<file path="src/rtl/line_dispatch_queue.sv">
// Line-segment dispatch queue: buffers decoder segments in a FIFO and launches
// them one at a time into the rasterizer, counting completed lines.
module line_dispatch_queue #(
    parameter int DEPTH = 8,
    parameter int CW    = $clog2(DEPTH) + 1
) (
    input  logic          clk,
    input  logic          rst,
    input  logic          lineValid,
    output logic          lineReady,
    input  logic [10:0]   inStartX,
    input  logic [10:0]   inStartY,
    input  logic [10:0]   inEndX,
    input  logic [10:0]   inEndY,
    input  logic [3:0]    inColor,
    input  logic          flush,
    input  logic          rastReady,
    input  logic          done,
    output logic [10:0]   startX,
    output logic [10:0]   startY,
    output logic [10:0]   endX,
    output logic [10:0]   endY,
    output logic [3:0]    lineColor,
    output logic          readyIn,
    output logic [CW-1:0] count,
    output logic [15:0]   linesDone,
    output logic          idle
);

    localparam int AW = $clog2(DEPTH);

    typedef enum logic [1:0] {
        S_IDLE,
        S_LAUNCH,
        S_WAIT
    } state_t;

    state_t        state_q, state_d;
    logic [47:0]   mem [DEPTH];
    logic [AW-1:0] wr_ptr, rd_ptr;
    logic          full, empty, push, pop;

    assign full      = (count == CW'(DEPTH));
    assign empty     = (count == '0);
    assign lineReady = !rst && !full;
    // flush wins over a simultaneous push
    assign push      = lineValid && lineReady && !flush;
    assign readyIn   = (state_q == S_LAUNCH);
    assign idle      = empty && (state_q == S_IDLE);

    always_comb begin
        state_d = state_q;
        pop     = 1'b0;
        unique case (state_q)
            S_IDLE: begin
                if (!empty && rastReady && !flush) begin
                    pop     = 1'b1;
                    state_d = S_LAUNCH;
                end
            end
            S_LAUNCH: state_d = S_WAIT;
            S_WAIT: begin
                if (done) state_d = S_IDLE;
            end
            default: state_d = S_IDLE;
        endcase
    end

    // Storage is intentionally not reset; only pointers and count are.
    always_ff @(posedge clk) begin
        if (push) mem[wr_ptr] <= {inStartX, inStartY, inEndX, inEndY, inColor};
    end

    always_ff @(posedge clk or posedge rst) begin
        if (rst) begin
            state_q   <= S_IDLE;
            wr_ptr    <= '0;
            rd_ptr    <= '0;
            count     <= '0;
            startX    <= '0;
            startY    <= '0;
            endX      <= '0;
            endY      <= '0;
            lineColor <= '0;
            linesDone <= '0;
        end else begin
            state_q <= state_d;
            if (flush) begin
                wr_ptr <= '0;
                rd_ptr <= '0;
                count  <= '0;
            end else begin
                if (push) wr_ptr <= wr_ptr + AW'(1);
                if (pop)  rd_ptr <= rd_ptr + AW'(1);
                if (push && !pop)      count <= count + CW'(1);
                else if (pop && !push) count <= count - CW'(1);
            end
            if (pop) {startX, startY, endX, endY, lineColor} <= mem[rd_ptr];
            if (state_q == S_WAIT && done) linesDone <= linesDone + 16'd1;
        end
    end

endmodule
</file>
<file path="config.mk">
export PLATFORM = sky130hd
export DESIGN_NAME = line_dispatch_queue
export DESIGN_NICKNAME = d
export VERILOG_FILES = /design/src/rtl/line_dispatch_queue.sv
export SDC_FILE = /design/constraint.sdc
export NUM_CORES = 1
export LEC_CHECK = 0
export CAP_MARGIN = 10
export CORE_MARGIN = 4
export CORE_UTILIZATION = 40
export DETAILED_ROUTE_END_ITERATION = 10
export RECOVER_POWER = 25
export SETUP_SLACK_MARGIN = 0.3
export SYNTH_ARGS = -nofsm -noshare
export SYNTH_HDL_FRONTEND = slang
export SYNTH_SLANG_ARGS = --single-unit
</file>
<file path="constraint.sdc">
create_clock -name clk -period 12.1 [get_ports clk]
set_input_delay 2.42 -clock clk [delete_from_list [all_inputs] [get_ports clk]]
set_output_delay 2.42 -clock clk [all_outputs]
set_load 0.05 [all_outputs]
</file>
==> results.ini <==
[status]
outcome=finished, final reports clean

[yosys]
ys.flop_type=edfxtp_1
syn_area_per_cell_sq_um=20.3
yosysTopAreaCellShare_pct=65.8
synth-edff-count=384
synth_area_sq_um=17500
ys_warn_count=0
ys_types=43
seq_area_frac_synth_pct=76.6
synth-seq-cells=460
synthesis.instances=865
synthArstFlopShare_pct=16.5
yosys.area.top_type=edfxtp_1
synth_area_leaders=edfxtp_1, mux4_2, dfrtp_1
syn_nets=925

[die]
die_y_microns=217
io_pins=125
die_x_microns=217
die-area_sq_um=47200
initial_core_util_pct=40.6
rows=76
core_sq_um=43200

[sta]
post-route-min-period_ns=6.36
fmax_mhz=157
max_slew_margin_pct=26.8
finClkSkew_ns=0.0230
setup_viol=0
fin_tns_setup_ns=0
report.final.slew_viol_count=0
fin_ws_ns=5.74
rsz0062_at_grt=no
hold_viol_final=0
worst_slew_pin_slew_ns=1.10
timing.final.crit_share_pct=52.6

[placement]
portBuffers=124
place.gp.congestion=0.733
dp_cells=1547
dp_hpwl_microns=19300
post-place-ws_ns=5.81
placed_cell_area_sq_um=19500

[power]
swShare_pct=29.8
cellPowerDensity_nw_per_um2=213
ir_drop_uv=122
switchingPower_mw=1.34
pwr-share-comb_pct=23.8
p_clk_share_pct=33.4
p_seq_share_pct=42.8
internal_power_mw=3.16
leakagePower_nw=6.88

[final_layout]
fin_nets=1072
syn_to_final_growth_pct=20.5
final_cell_mix=edfxtp_1, mux4_2, clkdlybuf4s50_1, dfrtp_1, nand2_1
final_cell_area_sq_um=21100
fin_cells=1638
final_common_cell=edfxtp_1
drive_above_1_share_pct=19.7

[critical_path]
timing.reg2reg.setup_slack_ns=9.12
critPathCaptureType=output pin
cp-start-kind=input port
path_max_fanout=4
crit_required_ns=9.68
path_class=input port to output pin
critPathArrivalTime_ns=3.94

[grt]
grt_antenna_before_repair=7
grt_pass1_wl_microns=54000
grt_pass1_vias=8799
overflow=0
grt_start_max_net_pins=98
grt_use_total_pct=14.9

[routing]
drtPass1Iterations=4
drc=0
routedWlPerCell_microns=21.0
first_iter_violations=626
vias_per_cell=5.08
ant_nets=0
via_count=8328
route.final.wire_length_microns=34400

[cts]
clock_path_buffers=3
clk_pin_slew_ns=0.06
cts_sinks=460
h-tree-depth=2
clkLatencyLatePin_ns=0.58
cts_root_buf=clkbuf_16
cts_tree=yes
cts_buffers=48
cts_resized=0
post-cts-setup-buffers=0
postCtsHoldBufs=0

[worst_hold_path]
min_path_type=flip-flop to flip-flop

[job]
maxCapViolCount=0

[registers in the layout, summed over array words and instances, names as in the netlist]
| name | cells |
|---|---|
| rd_ptr | 3 |
| count | 4 |
| startX | 11 |
| endX | 11 |
| state_q | 2 |
| linesDone | 16 |
| endY | 11 |
| startY | 11 |
| wr_ptr | 3 |
| lineColor | 4 |
| mem | 384 |
[synthesized netlist by cell type (2+ instances only)]
library cell	n
nor2b_1	2
a21oi_1	5
nand2b_1	5
nor4_1	3
nand2_1	63
buf_4	2
nor3_1	5
o21ai_1	30
xor2_1	8
o211ai_1	2
dfrtp_1	76
nand3_1	13
edfxtp_1	384
clkbuf_1	14
clkbuf_2	3
nor2_1	15
inv_1	6
mux2i_1	49
buf_6	4
xnor2_1	12
o21ai_0	20
nand4_1	5
nor3b_1	2
ha_1	5
or2_2	2
buf_2	18
mux4_2	96
[stage by stage]
stage | utilization [%] | power (mW) | hold slack (ns)
finish | 48.9 | 4.50 | 0.472
global route | 48.9 | 4.72 | 0.503
CTS | 48.9 | 4.58 | 0.477
detailed placement | 45.1 | 3.06 | 0.466
global placement | 45.1 | 3.05 | 0.463
floorplan | - | 2.73 | 0.544
[power by group through the flow]
stage	combinational (mW)	sequential [mW]	clock [mW]
2_1_floorplan	0.519	2.21	0
3_3_place_gp	1.09	1.96	0
3_5_place_dp	1.10	1.96	0
4_1_cts	1.10	1.93	1.55
5_1_grt	1.16	1.95	1.61
6_report	1.07	1.93	1.50
[routing by layer]
layer  track usage [%]  routed length [microns]  vias up
li1                  -                        -     3764
met1              20.8                    15500     4349
met2              23.9                    16700      160
met3              3.02                     1530       49
met4              4.47                      673        6
met5                 0                       34        -
[area by class of cell]
type,count,area (sq um)
Clock inverter,27,303
Multi-Input combinational cell,358,3910
Sequential cell,460,13400
Antenna cell,1,2.50
Clock buffer,63,1350
Tap cell,585,732
Timing Repair Buffer,138,1350
Fill cell,3630,22100
Inverter,6,23.8
[path summary, 6_finish.rpt]
kind	end	start	cells past startpoint
worst max-delay path	lineReady	rst	3
max in group asynchronous	rd_ptr[0]$_DFFE_PP0P_	rst	3
worst max register to register	mem[7][21]$_DFFE_PP_	count[3]$_DFFE_PP0P_	5
worst min register to register	linesDone[15]$_DFFE_PP0P_	linesDone[15]$_DFFE_PP0P_	1
worst min-delay path	linesDone[15]$_DFFE_PP0P_	linesDone[15]$_DFFE_PP0P_	1
min in group asynchronous	count[0]$_DFFE_PP0P_	rst	2
[critical path, cell delays in order]
cell	delay [ns]
dlygate4sd3_1	0.59
nor2_1	0.12
clkdlybuf4s50_1	0.81
[cell families (layout without fill, tap and decap cells)]
family / Yosys count / after routing / share of synthesized area (%)
mux: 145 / 145 / 15.1
fa+ha+maj: 6 / 6 / 0.471
other cells: 0 / 1 / 0
buf+inv: 47 / 234 / 1.37
compound gates: 63 / 63 / 2.03
simple gates: 124 / 124 / 3.35
flops: 460 / 460 / 76.6
xor+xnor: 20 / 20 / 1.00
Note: power is estimated with default switching activity, not from simulation.
